[config.mk]
export PLATFORM = sky130hd
export DESIGN_NAME = spi_reg_bridge
export DESIGN_NICKNAME = d
export VERILOG_FILES = /design/src/rtl/spi_reg_bridge.sv
export SDC_FILE = /design/constraint.sdc
export NUM_CORES = 1
export LEC_CHECK = 0
export CORE_ASPECT_RATIO = 0.6
export CORE_UTILIZATION = 45
export DETAILED_ROUTE_END_ITERATION = 7
export PLACE_DENSITY = 0.79
export SYNTH_ARGS = -nofsm -noshare
export SYNTH_HDL_FRONTEND = slang
export SYNTH_SLANG_ARGS = --single-unit
[constraint.sdc]
create_clock -name clk -period 2 [get_ports clk]
set_clock_uncertainty 0.15 [all_clocks]
set_input_delay 0.3 -clock clk [delete_from_list [all_inputs] [get_ports clk]]
set_output_delay 0.3 -clock clk [all_outputs]
set_load 0.01 [all_outputs]
[src/rtl/spi_reg_bridge.sv]
// spi_reg_bridge: turns the SPI slave byte stream into register-bus transactions.
// Byte 0 of a frame is a command (bit 7 = write, low bits = address). A write frame
// then carries any number of data bytes that go to consecutive addresses. A read frame
// performs one bus read and hands the data back to the front-end for the next frame.
//
// state   | meaning
// S_CMD   | waiting for the command byte of a frame
// S_WDATA | write frame, waiting for the next data byte
// S_WREQ  | bus_we held, waiting for bus_ack or timeout
// S_RREQ  | bus_re held, waiting for bus_ack or timeout
// S_DRAIN | read done, ignore the rest of the frame
module spi_reg_bridge #(
  parameter int         ADDR_WIDTH = 7,
  parameter int         TIMEOUT    = 255,
  parameter logic [7:0] ERR_BYTE   = 8'hEE
) (
  input  logic                  clk,
  input  logic                  rst,
  input  logic                  cs,
  input  logic                  rx_valid,
  input  logic [7:0]            rx_data,
  output logic                  tx_valid,
  output logic [7:0]            tx_data,
  output logic [ADDR_WIDTH-1:0] bus_addr,
  output logic [7:0]            bus_wdata,
  output logic                  bus_we,
  output logic                  bus_re,
  input  logic [7:0]            bus_rdata,
  input  logic                  bus_ack,
  output logic                  err
);

  localparam int CW = (TIMEOUT < 2) ? 1 : $clog2(TIMEOUT);

  typedef enum logic [2:0] {
    S_CMD   = 3'd0,
    S_WDATA = 3'd1,
    S_WREQ  = 3'd2,
    S_RREQ  = 3'd3,
    S_DRAIN = 3'd4
  } state_t;

  state_t          state;
  logic            cs_meta, cs_sync, cs_prev;
  logic            frame_end;
  logic            end_pending;
  logic [CW-1:0]   tmo_cnt;
  logic            tmo_hit;
  logic            pend_end;

  // The request has been held for TIMEOUT cycles once the count reaches TIMEOUT-1.
  assign tmo_hit  = (tmo_cnt == CW'(TIMEOUT - 1));
  // Frame has ended either earlier during this request or in this very cycle.
  assign pend_end = end_pending | frame_end;

  // Synchronise cs and register the rising edge so the FSM acts one cycle after detection.
  // Idle-high reset values keep a spurious edge from appearing out of reset.
  always_ff @(posedge clk) begin
    if (rst) begin
      cs_meta   <= 1'b1;
      cs_sync   <= 1'b1;
      cs_prev   <= 1'b1;
      frame_end <= 1'b0;
    end else begin
      cs_meta   <= cs;
      cs_sync   <= cs_meta;
      cs_prev   <= cs_sync;
      frame_end <= cs_sync & ~cs_prev;
    end
  end

  // Frame decode, bus request handshake, timeout and error tracking.
  always_ff @(posedge clk) begin
    if (rst) begin
      state       <= S_CMD;
      tx_valid    <= 1'b0;
      tx_data     <= 8'h00;
      bus_addr    <= '0;
      bus_wdata   <= 8'h00;
      bus_we      <= 1'b0;
      bus_re      <= 1'b0;
      err         <= 1'b0;
      end_pending <= 1'b0;
      tmo_cnt     <= '0;
    end else begin
      tx_valid <= 1'b0;
      if (frame_end) end_pending <= 1'b0;
      case (state)
        S_CMD: begin
          if (rx_valid) begin
            bus_addr <= rx_data[ADDR_WIDTH-1:0];
            if (rx_data[7]) begin
              state <= frame_end ? S_CMD : S_WDATA;
            end else begin
              state       <= S_RREQ;
              bus_re      <= 1'b1;
              tmo_cnt     <= '0;
              end_pending <= frame_end;
            end
          end else if (frame_end) begin
            state <= S_CMD;
          end
        end
        S_WDATA: begin
          if (rx_valid) begin
            bus_wdata   <= rx_data;
            state       <= S_WREQ;
            bus_we      <= 1'b1;
            tmo_cnt     <= '0;
            end_pending <= frame_end;
          end else if (frame_end) begin
            state <= S_CMD;
          end
        end
        S_WREQ: begin
          if (rx_valid) err <= 1'b1;
          if (frame_end) end_pending <= 1'b1;
          if (bus_ack || tmo_hit) begin
            bus_we      <= 1'b0;
            bus_addr    <= bus_addr + ADDR_WIDTH'(1);
            if (!bus_ack) err <= 1'b1;
            state       <= pend_end ? S_CMD : S_WDATA;
            end_pending <= 1'b0;
          end else begin
            tmo_cnt <= tmo_cnt + CW'(1);
          end
        end
        S_RREQ: begin
          if (rx_valid) err <= 1'b1;
          if (frame_end) end_pending <= 1'b1;
          if (bus_ack || tmo_hit) begin
            bus_re      <= 1'b0;
            bus_addr    <= bus_addr + ADDR_WIDTH'(1);
            tx_valid    <= 1'b1;
            tx_data     <= bus_ack ? bus_rdata : ERR_BYTE;
            if (!bus_ack) err <= 1'b1;
            state       <= pend_end ? S_CMD : S_DRAIN;
            end_pending <= 1'b0;
          end else begin
            tmo_cnt <= tmo_cnt + CW'(1);
          end
        end
        S_DRAIN: begin
          if (frame_end) state <= S_CMD;
        end
        default: state <= S_CMD;
      endcase
    end
  end

endmodule

After elaboration in Yosys (flattened, before gate mapping)
Cells that the tools add are included.
- logic and storage cells: 83
- input bits: 21
- output and inout port bits: 27
- bits in registers: 43
- bitwise gates (word level): 4
- add/sub/neg operators: 2
- reductions and logical operators: 15
- muxes and demuxes: 36
- equality and inequality tests: 12
- operators with widths (cell ; count):
    $mux W8 ; 5
    $pmux W8 S3 ; 1
    $mux W3 ; 6
    $mux W1 ; 16
    $pmux W3 S5 ; 1
    $mux W7 ; 2
    $pmux W7 S2 ; 1
    $ne A2 B2 Y1 const B ; 6
    $add A8 B1 Y8 const B ; 1
    $eq A8 B8 Y1 const B ; 1
    $add A7 B1 Y7 const B ; 1
    $eq A3 B2 Y1 const B ; 2
    $reduce_and A2 Y1 ; 3
    $reduce_and A3 Y1 ; 2
    $reduce_bool A2 Y1 ; 3
    $reduce_and A5 Y1 ; 1
    $pmux W1 S2 ; 2
    $reduce_and A4 Y1 ; 1
    $reduce_or A2 Y1 ; 2
    $eq A3 B1 Y1 const B ; 1
    $eq A3 B3 Y1 const B ; 1
    $logic_not A3 Y1 ; 1
    $pmux W1 S3 ; 1
    $reduce_bool A3 Y1 ; 1
    6 further kinds ; 7

Longest topological paths before layout
Gate-level depths: netlist of the first run.
- depth after elaboration: 4
- gate-level depth with buffers: 7
- mapped depth without buffers: 6

Worst setup path before layout of the first run
Ideal clock, no wire load.
- path type: register to register
- start: register tmo_cnt[0]
- end: register bus_addr[2]
- period minus slack after synthesis: 1.802 ns
- arrival: 1.540 ns
- library setup time: 0.112 ns
- data required time: 1.738 ns
- path buffers: 0
- stages on the path, launching flop included: 7
- slack: 0.198 ns
- cell sequence: dfxtp_1 -> inv_1 -> ha_1 -> and3_1 -> a211oi_2 -> nor2_1 -> a2111oi_1
- word-level cells in the longest chain between the ends: 4
- ends and longest elaborated chain (item ; line ; source):
    start: declaration ; 47 ; logic [CW-1:0] tmo_cnt;
    start signal: assignment ; 125 ; tmo_cnt <= tmo_cnt + CW'(1);
    start signal: assignment ; 140 ; tmo_cnt <= tmo_cnt + CW'(1);
    $eq A8 B8 Y1 ; 52 ; assign tmo_hit = (tmo_cnt == CW'(TIMEOUT - 1));
    $logic_or A1 B1 Y1 ; 118, 131 ;
    $ne A2 B1 Y1 (no line) ; - ;
    $reduce_and A3 Y1 (no line) ; - ;
    end signal: assignment ; 91 ; bus_addr <= rx_data[ADDR_WIDTH-1:0];
    end signal: assignment ; 120 ; bus_addr <= bus_addr + ADDR_WIDTH'(1);
    end signal: assignment ; 133 ; bus_addr <= bus_addr + ADDR_WIDTH'(1);
    end: declaration ; 24 ; output logic [ADDR_WIDTH-1:0] bus_addr,
No other way between the ends.
A chain may end at the register's enable or synchronous reset.

Worst setup path after layout of the first run
- start: register tmo_cnt[0]
- end: register tx_data[6]
- word-level cells in the longest chain between the ends: 3
- ends and longest elaborated chain (item ; line ; source):
    $eq A8 B8 Y1 ; 52 ;
    $logic_or A1 B1 Y1 ; 131 ; if (bus_ack || tmo_hit) begin
    $reduce_and A2 Y1 (no line) ; - ;
    end signal: assignment ; 135 ; tx_data <= bus_ack ? bus_rdata : ERR_BYTE;
    end: declaration ; 23 ; output logic [7:0] tx_data,
No other way between the ends.

==> reports/qor.txt, run 1 <==
Status = finished clean
Post-synthesis sequential area ratio = 42.84%
Reg-to-reg startpoint = tmo_cnt[0]$_SDFFE_PP0P_
Fillers = 356
Slew headroom = 68.56%
CTS tree = built
Syn_area_per_cell = 8.661 um2
Unrepaired setup endpoints after global routing = false
CTS Buffer Depth = 2
P per Cell Area = 675.8 nW/um2
Worst path max stage delay = 380 ps
Largest family of logic cells by synthesized area = simple AND/OR/NAND/NOR gates
Startpoint types = flip-flop
Main synth FF type = dfxtp_1
Top cell type's share of synthesized area = 42.84%
Vias per inst = 5.660
Number of enable flip-flop cells after synthesis = 0
Synth Net Count = 256
Top area cells in the synthesized netlist = dfxtp_1, a21oi_1, nor3_1
Clk pin slew, worst setup/hold paths = 90 ps
Final global-route overflow total = 0
Combinational power share = 20.8%
Final WS setup = 136.6 ps
Hpwl dp = 3885 um
Total GRT Usage = 23.87%
Synth Area in Compound Gates = 21.73%
Initial Util = 47.97%
Hold path depth = 1
Cell area after synthesis = 2009 um2
Pin count of the biggest net entering global routing = 20
Yosys cell types = 43
Layout cell share with drive strength beyond 1 = 14.19%
Worst slew pin tran = 470.9 ps
Die Ht = 53.76 um
Hold Startpoint = cs_prev$_SDFF_PP1_
# diodes = 0
Place WS = -88.38 ps
Worst Path Required = 2060 ps
Multiplexer area fraction after synthesis = 3.985%
Number of global-route vias before repair = 1,792
Yosys warns = 0
Crit path capture type = flip-flop
Hold WC Path Type = reg -> reg
Critical path cell sequence = inv_1 -> ha_1 -> nand3_1 -> o21ai_1 -> buf_4 -> a21oi_1 -> nor3_1
Die area = 4745 um2
Die W = 88.27 um
Clock Power Share = 29.0%
Cell Int Power = 1.350 mW
Gpl congestion = 0.8858
Sequential Power Share = 50.2%
Crit path from = tmo_cnt[0]$_SDFFE_PP0P_
Count leader, synth = dfxtp_1
Wire per inst = 14.80 um
Post-synthesis async set-or-reset flop share = 0%
Post-CTS Setup Bufs = 0
Top cells by count, synth = dfxtp_1, a21oi_1, nor3_1, nor2_1, nand3_1
Initial DRT Pass Iterations = 5
Critical path depth = 7
Max Cap Viol = 0
Htree depth = 2
Crit path kind = reg -> reg
CP top delay family = compound AO/OA/AOI/OAI gates
WP buf/inv = 2
Synthesis-to-finish area growth = 38.42%
Leading area contributor after synthesis = dfxtp_1
ANT nets after route = 0
Adder-cell share of the synthesized area = 1.868%
Post-Synth XOR/XNOR Area = 0%
Num CTS Buffers = 5
Via count = 2,015
VDD IR max = 0.0003054 V
WL final = 5268 um
First-pass GRT wire length = 8576 um
DRC viols = 0
Worst path slowest cell = o21ai_1
# setup viols final = 0
Fin crit share = 93.17%
Initial antenna violation count = 0
Fmax = 536.7 MHz
Register-to-Register Path Depth = 7
Io pins = 48
Initial DRC Count = 109
Total Nets Final = 319
#FFs+latches synth = 43
Port bufs = 47
Core area = 4189 um2
Hold Slack = 249.7 ps
Floorplan row count = 18
Root buffer cell = clkbuf_8
Crit path DAT = 1920 ps
Slew Limit Fails = 0
Crit path time final = 1863 ps
CTS Sinks = 43
Post-Synth Simple-Gate Area = 24.72%
Sw power = 0.5298 mW
Worst-Skew Late Latency = 300 ps
Crit path max fanout = 9
Final number of hold-violating endpoints = 0
LEAKAGE = 0.9727 nW
Synthesized instance count = 232
Sw frac = 28.18%
## logic make-up after synthesis
logic type,after synthesis
buffers and inverters,22
muxes,8
DFF,43
AOI/OAI and AO/OA,66
adders and majority gates,3
and+or+nand+nor,90
## worst paths after layout
kind / end / slack, ps
min: frame_end$_SDFF_PP0_ / 250
max reg2reg: tx_data[6]$_SDFFE_PP0P_ / 140
max: tx_data[6]$_SDFFE_PP0P_ / 140
min reg2reg: frame_end$_SDFF_PP0_ / 250
## area by class of cell
class | count | area [um2] | area share, %
Clock inverter | 2 | 12.51 | 0.4498
Timing Repair Buffer | 71 | 663.1 | 23.84
Inverter | 7 | 26.28 | 0.9447
Sequential cell | 43 | 862.1 | 30.99
Clock buffer | 6 | 72.57 | 2.609
Multi-Input combinational cell | 167 | 1070 | 38.46
Tap cell | 60 | 75.07 | 2.699
## metal layers
layer,track usage (%),up-vias,routed length [um]
li1,-,988,-
met4,5.914,0,33
met3,6.288,4,347
met5,0,-,0
met2,35.51,63,2211
met1,34.30,960,2675
## power groups by stage
stage,Sequential [mW],Combinational (mW),Clock (mW)
2_1_floorplan,0.961,0.186,0
4_1_cts,0.942,0.382,0.552
6_report,0.943,0.392,0.545
3_3_place_gp,0.960,0.372,0
3_5_place_dp,0.962,0.380,0
5_1_grt,0.950,0.426,0.590
## stage by stage
step           cells  cell area, um2  setup TNS [ps]  power [mW]  util [%]
3_3_place_gp     348            2676               0       1.333     63.89
2_1_floorplan    232            2009               0       1.147         -
3_5_place_dp     348            2676          -91.52       1.341     63.89
6_report         356            2781               0       1.880     66.40
5_1_grt          356            2781               0       1.965     66.40
4_1_cts          356            2761               0       1.876     65.92
## sequential cells by signal, summed over array words and instances, names as in the netlist, 3 cells and up
| register | flops |
|---|---|
| bus_addr | 7 |
| bus_wdata | 8 |
| state | 3 |
| tmo_cnt | 8 |
| tx_data | 8 |
## layout by cell type, fill, tap and decap left out, types with 6 or more instances in the layout
cell type / synthesis / layout
clkdlybuf4s50_1: 0 / 47
dfxtp_1: 43 / 42
a21oi_1: 26 / 25
nor3_1: 25 / 25
buf_4: 0 / 23
nor2_1: 15 / 14
nand3_1: 12 / 12
nand2_1: 10 / 10
o21ai_0: 9 / 9
mux2i_1: 8 / 8
a311oi_1: 8 / 8
inv_1: 7 / 7
nand2b_1: 6 / 6
## what timing repair did
item	CTS	global route
hold buffers	0	0
resized for setup	0	5
setup endpoints to repair	0	6
No activity file was read; power rests on OpenSTA's default activity.
==> run 2: changes to the inputs <==
--- a/config.mk
+++ b/config.mk
@@ -8,7 +8,7 @@
 export CORE_ASPECT_RATIO = 0.6
 export CORE_UTILIZATION = 45
 export DETAILED_ROUTE_END_ITERATION = 7
-export PLACE_DENSITY = 0.79
+export PLACE_DENSITY = 0.8
 export SYNTH_ARGS = -nofsm -noshare
 export SYNTH_HDL_FRONTEND = slang
 export SYNTH_SLANG_ARGS = --single-unit
==> run 2 against run 1 <==
  * Setup slack better by 49 ps
  * First-iteration DRC count up 33%
  * Die area is the same
  * Utilization down 0.78 points
  * Critical path depth shrank 1
  * Maximum frequency is 2.7% higher
  * Via count down 1.7%
  * Flip-flop and latch count unchanged
  * Routed wire length down 3.2%
  * Total power fell by 2.8%
  * Critical path type unchanged
  * Largest power group unchanged
==> reports/qor.txt, run 2 (same netlist as run 1, synthesis figures left out) <==
Floorplan row count = 18 (unchanged)
Htree depth = 2 (unchanged)
Status = finished clean
Clk pin slew, worst setup/hold paths = 70 ps (-20 ps)
WP buf/inv = 1 (-1)
CP top delay family = compound AO/OA/AOI/OAI gates
Total Nets Final = 317 (-0.63%)
CTS Buffer Depth = 2 (unchanged)
Commonest cells after routing, fill and taps aside = clkdlybuf4s50_1, dfxtp_1, a21oi_1, nor3_1, buf_4
ANT nets after route = 0 (unchanged)
Wire per inst = 14.48 um (-2.1%)
Hpwl dp = 3823 um (-1.6%)
Place WS = -37.60 ps (+50.78 ps)
Critical path cell sequence = inv_1 -> ha_1 -> and3_1 -> a211oi_4 -> nor2_1 -> a2111oi_1
Worst-Skew Late Latency = 290 ps (about the same)
# diodes = 0 (unchanged)
Number of global-route vias before repair = 1,731 (-3.4%)
Most common cell after layout, fill and taps aside = clkdlybuf4s50_1
CTS tree = built
Unrepaired setup endpoints after global routing = false
Fmax = 551.1 MHz (+2.7%)
Gpl congestion = 0.8366 (-5.6%)
WL final = 5097 um (-3.2%)
Pin count of the biggest net entering global routing = 20 (unchanged)
Synthesis-to-finish area growth = 36.80%
Hold Slack = 236.4 ps (-13.33 ps)
Via count = 1,980 (-1.7%)
Core area = 4189 um2 (unchanged)
Root buffer cell = clkbuf_8
Worst Path Required = 2040 ps (-20 ps)
Cell Int Power = 1.337 mW (-0.93%)
Crit path capture type = flip-flop
Die W = 88.27 um (unchanged)
Crit path time final = 1815 ps (-48.67 ps)
Reg-to-reg startpoint = tmo_cnt[0]$_SDFFE_PP0P_
Fin crit share = 90.73% (-2.4 points)
Die area = 4745 um2 (unchanged)
CTS Sinks = 43 (unchanged)
Startpoint types = flip-flop
Register-to-Register Path Depth = 6 (-1)
First-pass GRT wire length = 8431 um (-1.7%)
Port bufs = 47 (unchanged)
Combinational power share = 21.4% (+0.6 points)
Layout cell share with drive strength beyond 1 = 12.33% (-1.9 points)
CP endpoint = bus_addr[2]$_SDFFE_PP0P_
Worst path max stage delay = 330 ps (-50 ps)
Die Ht = 53.76 um (unchanged)
Sw frac = 26.80% (-1.4 points)
# setup viols final = 0 (unchanged)
Sw power = 0.4898 mW (-7.5%)
R2R Path End = bus_addr[2]$_SDFFE_PP0P_
Max Cap Viol = 0 (unchanged)
P per Cell Area = 664.7 nW/um2 (-1.6%)
R2R Setup Slk = 190 ps (+50 ps)
Slew Limit Fails = 0 (unchanged)
Initial DRC Count = 145 (+33%)
Initial DRT Pass Iterations = 4 (-1)
Worst path slowest cell = dfxtp_1
Total GRT Usage = 23.35% (-0.52 points)
Critical path depth = 6 (-1)
Initial antenna violation count = 0 (unchanged)
Final global-route overflow total = 0 (unchanged)
Sequential Power Share = 51.4% (+1.2 points)
Hold WC Path Type = reg -> reg
LEAKAGE = 0.9621 nW (-1.1%)
Vias per inst = 5.625 (-0.62%)
Crit path max fanout = 3 (-6)
Io pins = 48 (unchanged)
Slew headroom = 70.77% (+2.2 points)
Initial Util = 47.97% (unchanged)
DRC viols = 0 (unchanged)
Clock Power Share = 27.2% (-1.8 points)
Largest registers ranked by flip-flop count = bus_wdata: 8 flops, tmo_cnt: 8 flops, tx_data: 8 flops
Final number of hold-violating endpoints = 0 (unchanged)
Worst slew pin tran = 437.9 ps (-32.96 ps)
Num CTS Buffers = 5 (unchanged)
Crit path DAT = 1850 ps (-70 ps)
Crit path kind = reg -> reg
VDD IR max = 0.0003814 V (+25%)
Crit path from = tmo_cnt[0]$_SDFFE_PP0P_
Final WS setup = 185.3 ps (+48.67 ps)
==> run 2: final cells by class <==
class	count	area (um2)
tap	60	75.07
clock buffer	6	72.57
inverter	7	26.28
timing repair buffer	69	648.1
sequential	43	860.8
fill	362	1440
multi-input combinational	167	1066
==> run 2: what timing repair did <==
action | in CTS | in global routing
setup buffers | 0 | 2
hold buffers | 0 | 0
resized for setup | 0 | 3
endpoints found under the setup margin | 0 | 4
hold endpoints to repair | 0 | 0
==> run 2: how the worst min path moves through the flow <==
stage / start / cells after the start / to / slack (ps)
after detailed placement: cs_prev$_SDFF_PP1_ / 1 / frame_end$_SDFF_PP0_ / 230
final: cs_prev$_SDFF_PP1_ / 1 / frame_end$_SDFF_PP0_ / 240
after floorplan: cs_prev$_SDFF_PP1_ / 1 / frame_end$_SDFF_PP0_ / 220
after global placement: cs_prev$_SDFF_PP1_ / 1 / frame_end$_SDFF_PP0_ / 230
after global routing: cs_prev$_SDFF_PP1_ / 1 / frame_end$_SDFF_PP0_ / 260
after CTS: cs_prev$_SDFF_PP1_ / 1 / frame_end$_SDFF_PP0_ / 240
==> run 2: stage by stage <==
step / TNS, ps / utilization, % / instance area, um2 / cells / total power, mW
floorplan: 0 / - / 2009 / 232 / 1.147
global placement: 0 / 63.17 / 2646 / 344 / 1.328
detailed placement: -37.60 / 63.17 / 2646 / 344 / 1.335
CTS: 0 / 64.90 / 2719 / 350 / 1.829
global route: 0 / 65.62 / 2749 / 352 / 1.919
finish: 0 / 65.62 / 2749 / 352 / 1.827
==> run 2: routing by layer <==
metal,vias up,wire (um),global-route usage [%]
li1,995,-,-
met1,900,2593,34.77
met2,80,2071,33.33
met3,5,396,5.368
met4,0,34,6.720
met5,-,0,0
==> run 2: power by group through the flow <==
| stage | Clock [mW] | Combinational (mW) | Sequential [mW] |
|---|---|---|---|
| 6_report | 0.497 | 0.390 | 0.940 |
| 5_1_grt | 0.550 | 0.424 | 0.945 |
| 3_3_place_gp | 0 | 0.371 | 0.957 |
| 4_1_cts | 0.512 | 0.379 | 0.938 |
| 2_1_floorplan | 0 | 0.186 | 0.961 |
| 3_5_place_dp | 0 | 0.377 | 0.958 |
==> run 3: changes to the inputs <==
--- a/config.mk
+++ b/config.mk
@@ -8,7 +8,7 @@
 export CORE_ASPECT_RATIO = 0.6
 export CORE_UTILIZATION = 45
 export DETAILED_ROUTE_END_ITERATION = 7
-export PLACE_DENSITY = 0.8
+export PLACE_DENSITY = 0.73
 export SYNTH_ARGS = -nofsm -noshare
 export SYNTH_HDL_FRONTEND = slang
 export SYNTH_SLANG_ARGS = --single-unit
==> run 3 against run 2 <==
  * Non-clock buffer count is 5 higher
  * Critical path depth is 1 higher
  * Cell count is 2.0% higher
  * Clock power is 16% higher
  * Combinational power is 4% higher
  * Die area stayed put
==> reports/qor.txt, run 3 (same netlist as run 1, synthesis figures left out) <==
Status = finished clean
Crit path max fanout = 5 (+2)
Reg-to-reg startpoint = tmo_cnt[0]$_SDFFE_PP0P_
Die Ht = 53.76 um (unchanged)
R2R Path End = tmo_cnt[6]$_SDFFE_PP0P_
Hold Startpoint = cs_prev$_SDFF_PP1_
LEAKAGE = 0.9908 nW (+3.0%)
Floorplan row count = 18 (unchanged)
CTS Sinks = 43 (unchanged)
CTS Buffer Depth = 2 (unchanged)
R2R Setup Slk = 40 ps (-150 ps)
Num CTS Buffers = 5 (unchanged)
Wire per inst = 15.16 um (+4.7%)
WL final = 5443 um (+6.8%)
Startpoint types = flip-flop
VDD IR max = 0.0004345 V (+14%)
Hold EP = frame_end$_SDFF_PP0_
Fmax = 509.6 MHz (-7.5%)
Die W = 88.27 um (unchanged)
Largest registers ranked by flip-flop count = bus_wdata: 8 flops, tmo_cnt: 8 flops, tx_data: 8 flops
Worst path slowest cell = dfxtp_1
# diodes = 0 (unchanged)
Critical path cell sequence = inv_1 -> ha_1 -> and3_1 -> buf_4 -> a21boi_2 -> a41oi_1 -> a311oi_1
Fin crit share = 98.11% (+7.4 points)
Pin count of the biggest net entering global routing = 20 (unchanged)
Crit path DAT = 2020 ps (+170 ps)
Initial DRC Count = 133 (-8.3%)
Synthesis-to-finish area growth = 39.73%
Gpl congestion = 0.8475 (+1.3%)
Commonest cells after routing, fill and taps aside = clkdlybuf4s50_1, dfxtp_1, a21oi_1, buf_4, nor3_1
Final number of hold-violating endpoints = 0 (unchanged)
Root buffer cell = clkbuf_8
Core area = 4189 um2 (unchanged)
Total Nets Final = 322 (+1.6%)
ANT nets after route = 0 (unchanged)
Final Cell Area = 2808 um2 (+2.1%)
Placed Area = 2691 um2 (+1.7%)
Htree depth = 2 (unchanged)
Slew Limit Fails = 0 (unchanged)
Crit path kind = reg -> reg
DRC viols = 0 (unchanged)
Crit path time final = 1962 ps (+147.5 ps)
Setup Total Neg Slack = 0 ps (unchanged)
Unrepaired setup endpoints after global routing = true
Vias per inst = 5.560 (-1.2%)
Worst path max stage delay = 390 ps (+60 ps)
Total GRT Usage = 24.27% (+0.92 points)
Io pins = 48 (unchanged)
Most common cell after layout, fill and taps aside = clkdlybuf4s50_1
Initial DRT Pass Iterations = 4 (unchanged)
Clk pin slew, worst setup/hold paths = 90 ps (+20 ps)
Via count = 1,996 (+0.81%)
CTS tree = built
Worst-Skew Late Latency = 300 ps (about the same)
Hold path depth = 1 (unchanged)
Max Cap Viol = 0 (unchanged)
Initial Util = 47.97% (unchanged)
Hold WC Path Type = reg -> reg
Crit path capture type = flip-flop
Number of global-route vias before repair = 1,802 (+4.1%)
Hpwl dp = 4050 um (+5.9%)
Final global-route overflow total = 0 (unchanged)
Worst Path Required = 2060 ps (+20 ps)
Die area = 4745 um2 (unchanged)
P per Cell Area = 684.6 nW/um2 (+3.0%)
Slew headroom = 75.36% (+4.6 points)
First-pass GRT wire length = 8694 um (+3.1%)
# setup viols final = 0 (unchanged)
Register-to-Register Path Depth = 7 (+1)
Layout cell share with drive strength beyond 1 = 14.72% (+2.4 points)
Cts-stage hold buffer count = 0 (unchanged)
Port bufs = 47 (unchanged)
Worst slew pin tran = 369.6 ps (-68.29 ps)
Initial antenna violation count = 0 (unchanged)
==> run 3: routing by layer <==
metal | routed length [um] | track usage [%]
met1 | 2842 | 36.16
met2 | 2198 | 35.00
met4 | 10 | 5.108
met5 | 0 | 0
met3 | 391 | 6.288
==> run 3: repair_timing <==
item / CTS / global route
buffers inserted: 0 / 1
gates resized for setup: 1 / 2
pin swaps: 0 / 1
endpoints found under the setup margin: 1 / 7
==> run 3: worst max path at each step <==
stage | endpoint | startpoint | cells after the start
CTS | bus_addr[2]$_SDFFE_PP0P_ | tmo_cnt[0]$_SDFFE_PP0P_ | 6
finish | tmo_cnt[6]$_SDFFE_PP0P_ | tmo_cnt[0]$_SDFFE_PP0P_ | 7
floorplan | bus_addr[2]$_SDFFE_PP0P_ | tmo_cnt[0]$_SDFFE_PP0P_ | 6
global route | tmo_cnt[6]$_SDFFE_PP0P_ | tmo_cnt[0]$_SDFFE_PP0P_ | 7
detailed placement | bus_addr[2]$_SDFFE_PP0P_ | rx_valid | 6
global placement | bus_addr[2]$_SDFFE_PP0P_ | rx_valid | 6
==> run 3: cell type report <==
cell class,count,area [um2]
multi-input cells,167,1067
well taps,60,75.07
inverters,7,26.28
clock inverters,3,23.77
fillers,373,1381
flip-flops and latches,43,860.8
repair buffers,74,685.7
clock buffers,5,68.82
==> run 3: metrics by stage <==
stage	setup WS (ps)	utilization, %	power, mW	instances	hold WS [ps]
finish	37.83	67.03	1.922	359	247.6
global placement	-51.46	64.25	1.346	350	233.7
global route	-35.04	67.03	2.014	359	272.7
floorplan	198.1	-	1.147	232	222.1
CTS	12.74	66.64	1.920	358	248.4
detailed placement	-147.4	64.25	1.351	350	236.6
==> run 3: worst max-delay path, delay by kind of cell (launching register included) <==
kind            cells  cell delay, ps
flops               1             390
simple gates        1             220
buf+inv             2             230
compound gates      3             680
fa+ha+maj           1             210
==> run 3: where the power goes <==
part           internal (mW)  switching (mW)
registers              0.897          0.0418
clock network          0.250           0.327
logic                  0.215           0.191
